--- config.mk ---
export PLATFORM = sky130hd
export DESIGN_NAME = wb_port_arbiter
export DESIGN_NICKNAME = d
export VERILOG_FILES = /design/src/rtl/wb_port_arbiter.sv
export SDC_FILE = /design/constraint.sdc
export NUM_CORES = 1
export LEC_CHECK = 0
export CELL_PAD_IN_SITES_DETAIL_PLACEMENT = 1
export CELL_PAD_IN_SITES_GLOBAL_PLACEMENT = 1
export CORE_UTILIZATION = 55
export DETAILED_ROUTE_END_ITERATION = 10
export DONT_BUFFER_PORTS = 1
export GPL_TIMING_DRIVEN = 1
export PLACE_DENSITY_LB_ADDON = 0.2
export SYNTH_ARGS = -nofsm -noshare
export SYNTH_HDL_FRONTEND = slang
export SYNTH_SLANG_ARGS = --single-unit
--- constraint.sdc ---
create_clock -name clk -period 6.57 [get_ports clk]
set_input_delay 0.9855 -clock clk [delete_from_list [all_inputs] [get_ports clk]]
set_output_delay 0.9855 -clock clk [all_outputs]
set_load 0.01 [all_outputs]
--- src/rtl/wb_port_arbiter.sv ---
// Register-file write-port arbiter between the in-order writeback stage and a
// small FIFO of long-latency results, with a starvation counter that forces FIFO drains.
module wb_port_arbiter #(
  parameter int DEPTH        = 2,
  parameter int STARVE_LIMIT = 4
) (
  input  logic                    clk,
  input  logic                    reset,
  input  logic                    p_valid,
  input  logic [4:0]              p_wa,
  input  logic [63:0]             p_wd,
  output logic                    p_stall,
  input  logic                    m_valid,
  input  logic [4:0]              m_wa,
  input  logic [63:0]             m_wd,
  output logic                    m_ready,
  output logic                    rf_wvalid,
  output logic [4:0]              rf_wa,
  output logic [63:0]             rf_wd,
  output logic [$clog2(DEPTH):0]  fifo_count
);

  localparam int PW = $clog2(DEPTH);
  localparam int CW = PW + 1;
  localparam int SW = $clog2(STARVE_LIMIT + 1);

  localparam logic [CW-1:0] DEPTH_C = CW'(DEPTH);
  localparam logic [SW-1:0] LIMIT_C = SW'(STARVE_LIMIT);

  typedef struct packed {
    logic [4:0]  wa;
    logic [63:0] wd;
  } entry_t;

  entry_t        mem_q [DEPTH];
  logic [PW-1:0] head_q, head_d;
  logic [PW-1:0] tail_q, tail_d;
  logic [CW-1:0] count_q, count_d;
  logic [SW-1:0] starve_q, starve_d;

  logic   p_req, f_req, force_grant;
  logic   f_gnt, p_gnt;
  logic   enq, deq;
  entry_t head_entry;

  // Request/grant decode and register-file drive. Reset gates every grant so
  // the port is quiet while reset is high, regardless of the pipeline inputs.
  // NOTE: every output is given a default before any branch, so no path through
  // this block leaves a variable unassigned and no latch is inferred.
  always_comb begin
    m_ready     = 1'b0;
    p_stall     = 1'b0;
    rf_wvalid   = 1'b0;
    rf_wa       = '0;
    rf_wd       = '0;
    head_entry  = mem_q[head_q];

    p_req       = p_valid && (p_wa != 5'd0);
    f_req       = (count_q != '0);
    force_grant = (starve_q == LIMIT_C);

    f_gnt       = !reset && f_req && (!p_req || force_grant);
    p_gnt       = !reset && p_req && !f_gnt;

    m_ready     = !reset && (count_q < DEPTH_C);
    enq         = m_valid && m_ready && (m_wa != 5'd0);
    deq         = f_gnt;

    p_stall     = p_req && f_gnt;

    if (f_gnt) begin
      rf_wvalid = 1'b1;
      rf_wa     = head_entry.wa;
      rf_wd     = head_entry.wd;
    end else if (p_gnt) begin
      rf_wvalid = 1'b1;
      rf_wa     = p_wa;
      rf_wd     = p_wd;
    end
  end

  // Next-state for the FIFO pointers, occupancy and starvation counter.
  always_comb begin
    head_d   = head_q;
    tail_d   = tail_q;
    count_d  = count_q;
    starve_d = starve_q;

    if (enq) tail_d = tail_q + PW'(1);
    if (deq) head_d = head_q + PW'(1);

    unique case ({enq, deq})
      2'b10:   count_d = count_q + CW'(1);
      2'b01:   count_d = count_q - CW'(1);
      default: count_d = count_q;
    endcase

    // The counter only measures how long a waiting head entry has lost.
    if (!f_req || f_gnt) begin
      starve_d = '0;
    end else if (p_gnt) begin
      starve_d = starve_q + SW'(1);
    end
  end

  // NOTE: sequential state uses non-blocking assignments so every flop samples
  // the pre-edge values of the others, independent of block ordering.
  always_ff @(posedge clk or posedge reset) begin
    if (reset) begin
      head_q   <= '0;
      tail_q   <= '0;
      count_q  <= '0;
      starve_q <= '0;
    end else begin
      head_q   <= head_d;
      tail_q   <= tail_d;
      count_q  <= count_d;
      starve_q <= starve_d;
    end
  end

  // NOTE: entry storage is deliberately left out of reset; count_q qualifies
  // every read, so stale contents can never reach the register file.
  always_ff @(posedge clk) begin
    if (enq) begin
      mem_q[tail_q] <= '{wa: m_wa, wd: m_wd};
    end
  end

  assign fifo_count = count_q;

endmodule

* Word-level counts from Yosys, hierarchy flattened *
Memory sizes are Yosys's and may differ from the RTL's.
Cells that the tools add are included.
W data, S select, Z words.

storage, ports and cells
  flip-flop bits (word level) = 7
  bits in writable memories = 138
  bits of input ports = 142
  output and inout bits = 74
  word-level logic and storage cells = 45
  memories = 1

memory list
  name   depth  width  rd ports  clocked after memory_dff  write ports  RTL line  source
  mem_q  2      69     1         0                         1            35        entry_t mem_q [DEPTH];

cells by class
  $add $sub $neg = 5
  order comparisons = 1
  equal/unequal tests = 3
  mux-type cells = 11
  reductions and logical operators = 20

operators by type and width
  kind                   number
  $mux W64               2
  $mux W5                2
  $reduce_bool A5 Y1     2
  $logic_and A1 B1 Y1    9
  $mux W3                2
  $reduce_bool A2 Y1     3
  $logic_not A1 Y1       4
  $mux W1                4
  $pmux W2 S2            1
  $add A3 B1 Y3 const B  1
  $eq A3 B3 Y1 const B   1
  $add A1 B1 Y1 const B  2
  $add A2 B1 Y2 const B  1
  $eq A2 B1 Y1 const B   1
  $eq A2 B2 Y1 const B   1
  $logic_or A1 B1 Y1     2
  $lt A2 B2 Y1 const B   1
  $sub A2 B1 Y2 const B  1

* Longest topological paths before layout *
Gate-level depths: netlist of the first run.

  word-level depth = 9
  mapped depth = 11
  mapped depth without buffers = 9

* Least setup slack after synthesis of the first run *
OpenSTA, ideal clock, no wires.

  path type = input to register
  start point = input port reset
  end point = memory mem_q[0][0] (netlist name), enable pin
  setup time = 0.497 ns
  arrival time = 4.499 ns
  required time = 6.073 ns
  path slack = 1.574 ns
  cell stages on the path = 4
  path buffers = 1
  path through = clkbuf_1 nor2_1 o211ai_1 nor2_1

between the ends
  cells in the longest elaborated chain, start to end = 6

ends and longest elaborated chain
  item                               RTL line  source
  start: declaration                 8         input logic reset,
  $logic_not A1 Y1 (no source line)  --
  $logic_and A1 B1 Y1                65        m_ready = !reset && (count_q < DEPTH_C);
  named net m_ready                  16        output logic m_ready,
  $logic_and A1 B1 Y1 (2 in series)  66        enq = m_valid && m_ready && (m_wa != 5'd0);
  $mux W1                            125       if (enq) begin
  $mux W1 (not written as such)      126       mem_q[tail_q] <= '{wa: m_wa, wd: m_wd};
  end: declaration                   35

The timed path passes the listed nets, and every way through them passes these cells.

* Final worst setup path of the first run *
  start point = input port p_wa[1]
  end point = output port rf_wd[39]

between the ends
  cells in the longest elaborated chain, start to end = 9
  elaborated cells between the ends (all ways) = 10
  those cells by class = mux: 2; reduce/logical: 8

ends and longest elaborated chain
  item                     RTL line  source
  start: declaration       10        input logic [4:0] p_wa,
  $reduce_bool A5 Y1 (*)   58        p_req = p_valid && (p_wa != 5'd0);
  $logic_and A1 B1 Y1 (*)  58
  $logic_not A1 Y1         62        f_gnt = !reset && f_req && (!p_req || force_grant);
  $logic_or A1 B1 Y1       62
  $logic_and A1 B1 Y1      62
  $logic_not A1 Y1         63        p_gnt = !reset && p_req && !f_gnt;
  $logic_and A1 B1 Y1      63
  $mux W64                 75        end else if (p_gnt) begin
  $mux W64 (*)             71        if (f_gnt) begin
  end: declaration         19        output logic [63:0] rf_wd,

Mark *: on every way between the ends. The rest lies on a longest branch, timed or not.

==> flow_summary.ini, run 1 <==
[worst_setup_path]
reg2reg_from = fifo_count[1]
critPathTopFamily = compound AO/OA/AOI/OAI gates
rr_worst_depth = 4
cp_num_buf_inv = 1
critPathMaxStageDelay_ns = 0.72
cp-start-kind = input port
end_kind = primary output
r2r_slack_ns = 3.59
cpMaxStageDelayCell = o211ai_4
path_class = in2out
cp.arrival_ns = 3.17
crit_path_cell_trace = or4_4 -> o211ai_4 -> buf_4 -> a32o_1
required_ns = 5.58
r2r-end = mem_q[0][4]
cp_max_fo = 41

[clocking]
cts_resized = 0
path_clk_slew_ns = 0.06
clk_path_buf_depth = 2
worstSkewPairLatency_ns = 0.41
cts_buffers = 17
cts.sinks = 145
cts_tree = yes
postCtsSetupBuffers = 0
htree_levels = 4
clock-root-buffer = clkbuf_16
cts_hold_buf = 0

[placed_design]
gp_congestion = 0.696
place_area_mm2 = 0.00633
place_hpwl_um = 8460
io_buffers = 0

[finish]
layout_commonest_cell = edfxtp_1
area_growth_pct = 10.4
final_net_count = 497
regArea_mm2 = 0.00432
final_cell_mix = edfxtp_1 (138), a32o_1 (69), mux2_2 (67), clkbuf_16 (17)
antenna_cells = 0
drive_above_1_share = 0.297
num-fill-cells = 943
multi_input_area_mm2 = 0.00178
stdcell_area_mm2 = 0.00691

[route]
dr_total_vias = 3372
dr.pass1.iters = 4
ant_nets = 0
viasPerCell = 6.69
wl_per_cell_um = 26.0
drc = 0
drt-total-wl_um = 13100
drt_iter0_drc = 191

[floorplan]
die_h_um = 109
initial_utilization = 0.570
die_w_um = 109
ioPinCount = 216
row_count = 38
die_area_mm2 = 0.0118
fp.coreArea_mm2 = 0.0110

[global_routing]
grt_pass1_vias = 3453
grt_pass1_wl_um = 18900
antenna_found_initial = 0
grt_overflow = 0
grtUsageTotal = 0.225
grt_start_max_net_pins = 73

[timing]
setup_violations = 0
timing.fmax_mhz = 241
finalCriticalPeriod_ns = 4.16
slew_viol_final = 0
rsz0062_at_grt = false
skew_ns = 0.00375
final.period_utilization = 0.633
tightest_slew_ns = 0.988
relSlewSlack = 0.340
tns_ns = 0
hold_viol = 0

[power]
switching_share = 0.273
seqPwrFrac = 0.429
clockPowerShare = 0.341
switching_power_w = 0.000749
leakage_nw = 2.19
intPower_w = 0.00200
p_per_area_mw_per_mm2 = 397
combPwrFrac = 0.231
ir_drop_v = 0.000272

[logic_synthesis]
ys.flop_type = edfxtp_1
ys_seq_elements = 145
ys_seq_area_frac = 0.690
synth.cell_area_mm2 = 0.00626
syn_area_per_cell_um2 = 17.5
synth_edf_count = 138
synth_nets = 503
async_flop_share = 0.0483
synthCells = 358
ys_types = 34
synth_warnings = 0

[status]
outcome = completed

[flow_run]
cap_violations = 0

[worst_hold_path]
hold_class = in2async
## synth_stat cells, drive strengths merged (2+ instances only)
cell type	n	area share
mux2i	2	0.0032
nand2	2	0.0012
ha	3	0.0060
a32o	69	0.11
buf	15	0.018
and2	2	0.0020
or4	2	0.0030
edfxtp	138	0.66
xnor2	4	0.0056
o211ai	3	0.0044
nor2b	2	0.0020
inv	4	0.0024
clkbuf	16	0.0096
dfrtp	7	0.028
nor2	9	0.0054
mux2	67	0.12
## routing by layer
| layer | part of all wire | global-route usage | wire, µm | up-vias |
|---|---|---|---|---|
| met5 | 0 | 0 | 0 | - |
| met4 | 0.018 | 0.107 | 239 | 0 |
| met3 | 0.075 | 0.0741 | 981 | 20 |
| met2 | 0.54 | 0.389 | 7100 | 148 |
| met1 | 0.36 | 0.249 | 4770 | 1716 |
| li1 | - | - | - | 1488 |
## logic make-up (layout without fill, tap and decap cells)
| group | after synthesis | after routing | share of synthesized area |
|---|---|---|---|
| AND/OR/NAND/NOR | 20 | 20 | 0.0166 |
| AO/OA/AOI/OAI | 81 | 81 | 0.126 |
| buffers and inverters | 35 | 41 | 0.0302 |
| XOR/XNOR | 5 | 5 | 0.00700 |
| adder cells (fa/ha/maj) | 3 | 3 | 0.00600 |
| multiplexers | 69 | 69 | 0.124 |
| flip-flops | 145 | 145 | 0.690 |
## area by class of cell
| type | count | area share |
|---|---|---|
| clock inverters | 13 | 0.0210 |
| flip-flops and latches | 145 | 0.625 |
| repair buffers | 6 | 0.00652 |
| well taps | 140 | 0.0254 |
| multi-input cells | 178 | 0.258 |
| clock buffers | 18 | 0.0621 |
| inverters | 4 | 0.00217 |
## flip-flops by register name, summed over array words and instances (netlist names)
signal      count
head_q          1
fifo_count      2
tail_q          1
starve_q        3
mem_q         138
## worst max path at each step
stage	from	endpoint	slack [ns]	cells past startpoint
2_1_floorplan	reset	mem_q[0][0]	1.57	4
3_3_place_gp	p_wa[1]	rf_wa[2]	2.53	4
3_5_place_dp	p_wa[1]	rf_wd[39]	2.44	4
4_1_cts	p_wa[1]	rf_wd[39]	2.43	4
5_1_grt	p_wa[1]	rf_wd[39]	2.32	4
6_report	p_wa[1]	rf_wd[39]	2.41	4
## power by group through the flow
stage	clock [W]	combinational [W]	sequential (W)
floorplan	0	0.000524	0.00119
global placement	0	0.000625	0.00119
detailed placement	0	0.000638	0.00120
CTS	0.000951	0.000644	0.00118
global route	0.000983	0.000683	0.00119
finish	0.000935	0.000633	0.00118
## metrics by stage
step / hold WS [ns] / setup slack [ns] / total power, W / utilization / std cells
5_1_grt: 0.461 / 2.32 / 0.00285 / 0.629 / 504
3_3_place_gp: 0.534 / 2.53 / 0.00181 / 0.577 / 473
2_1_floorplan: 0.468 / 1.57 / 0.00171 / - / 358
3_5_place_dp: 0.550 / 2.44 / 0.00183 / 0.577 / 473
6_report: 0.451 / 2.41 / 0.00274 / 0.629 / 504
4_1_cts: 0.439 / 2.43 / 0.00277 / 0.629 / 504
Note: power is estimated with default switching activity, not from simulation.
==> run 2, diff against run 1 <==
- CORE_UTILIZATION: 55 -> 46
- clock period: 6.57 -> 3.6 ns (I/O delays scaled with it)
==> run 2 against run 1 <==
Against the previous run:
- clock power increased by 96%
- count of clock-buffer cells in the layout is the same
- worst hold slack lost 0.23 ns
- first-iteration DRC count shrank 40%
- non-clock buffer count grew 1
- cell area rose by 2.1%
- register-to-register slack got worse by 2.7 ns
- cell count grew 7.3%
- critical path depth unchanged
- clock skew about the same
- via count fell by 0.33%
- critical endpoint is now rf_wd[38]
- highest routed layer unchanged
==> flow_summary.ini, run 2 (synthesis gave the netlist of run 1 again) <==
[floorplan]
fp.coreArea_mm2 = 0.0132
die_w_um = 119
initial_utilization = 0.472
ioPinCount = 216
row_count = 42
die_area_mm2 = 0.0141
die_h_um = 119

[power]
seqPwrFrac = 0.446
combPwrFrac = 0.197
switching_share = 0.263
ir_drop_v = 0.000335
p_per_area_mw_per_mm2 = 730
switching_power_w = 0.00135
intPower_w = 0.00379
clockPowerShare = 0.356
leakage_nw = 2.23

[worst_hold_path]
hold_class = in2reg

[timing]
setup_ws_ns = 0.278
rsz0062_at_grt = false
slew_viol_final = 0
hold_viol = 0
timing.fmax_mhz = 301
final.period_utilization = 0.923
setup_violations = 0
finalCriticalPeriod_ns = 3.32
skew_ns = 0.00421
relSlewSlack = 0.280
tightest_slew_ns = 1.08
tns_ns = 0

[route]
viasPerCell = 6.21
dr_total_vias = 3361
drt-total-wl_um = 12700
dr.pass1.iters = 4
drt_iter0_drc = 115
drc = 0
wl_per_cell_um = 23.5
ant_nets = 0

[status]
outcome = completed

[worst_setup_path]
required_ns = 3.06
cp_max_fo = 37
end_kind = primary output
cp-start-kind = register
cp.arrival_ns = 2.78
path_class = reg2out

[finish]
final_cell_mix = edfxtp_1 (138), a32o_1 (69), mux2_2 (67), clkbuf_16 (17)
antenna_cells = 0
area_growth_pct = 12.7
final_net_count = 498
largest_reg_flops = 138
layout_commonest_cell = edfxtp_1
largest-register = mem_q
final_util = 0.533
drive_above_1_share = 0.293

[placed_design]
place_hpwl_um = 8040
place_ws_ns = 0.694
io_buffers = 0
gp_congestion = 0.778

[clocking]
postCtsSetupBuffers = 0
cts_resized = 0
clk_path_buf_depth = 2
cts_tree = yes
worstSkewPairLatency_ns = 0.41
clock-root-buffer = clkbuf_16
cts_hold_buf = 1
htree_levels = 4
cts_buffers = 17
cts.sinks = 145
path_clk_slew_ns = 0.06

[global_routing]
grt_start_max_net_pins = 75
grt_pass1_vias = 3501
antenna_found_initial = 0
grt_pass1_wl_um = 19400
grt_overflow = 0
grtUsageTotal = 0.186

[flow_run]
cap_violations = 0
[run 2: changes by cell type in the layout (fill, tap and decap cells not counted), moves of 2 or more]
cell and change:
buf_12 +3, buf_4 -3, bufinv_16 +2, clkinv_2 -2
clkinvlp_4 -2
[run 2: layout make-up]
class | instances | area (µm²)
Tap cell | 176 | 220
Multi-Input combinational cell | 178 | 1780
Fill cell | 1206 | 6190
Timing Repair Buffer | 7 | 92.6
Clock buffer | 18 | 429
Sequential cell | 145 | 4320
Inverter | 4 | 15.0
Clock inverter | 13 | 193
[run 2: critical path, stage by stage, from the launching register on]
cell,delay (ns)
dfrtp_1,0.48
o211ai_1,0.33
o211a_2,0.83
buf_4,0.46
a32o_1,0.25
[run 2: path summary, 6_finish.rpt]
kind	from	end	slack [ns]	cells after the start
min	m_wd[16]	mem_q[0][16]	0.23	0
min reg2reg	tail_q	tail_q	0.56	1
max	fifo_count[0]	rf_wd[38]	0.28	4
max in group asynchronous	reset	head_q	2.73	2
max reg2reg	fifo_count[1]	mem_q[0][3]	0.90	4
min in group asynchronous	reset	starve_q[2]	0.57	2
[run 2: power groups by stage]
stage | sequential (W) | clock (W) | combinational [W]
floorplan | 0.00217 | 0 | 0.000956
global placement | 0.00233 | 0 | 0.00101
detailed placement | 0.00234 | 0 | 0.00103
CTS | 0.00231 | 0.00187 | 0.00103
global route | 0.00234 | 0.00192 | 0.00110
finish | 0.00230 | 0.00183 | 0.00101
[run 2: metal layers]
layer	vias to the layer above	wire length, µm	GRT usage
met5	-	0	0
met4	0	187	0.0799
met3	15	1000	0.0676
met2	143	6540	0.304
met1	1707	5000	0.222
li1	1496	-	-
[run 2: metrics by stage]
step	power [W]	std cells	hold slack, ns	instance area [µm²]
after floorplan	0.00313	358	0.468	6260
after global placement	0.00334	509	0.409	6420
after detailed placement	0.00337	509	0.422	6420
after CTS	0.00522	541	0.202	7050
after global routing	0.00536	541	0.202	7050
final	0.00514	541	0.226	7050
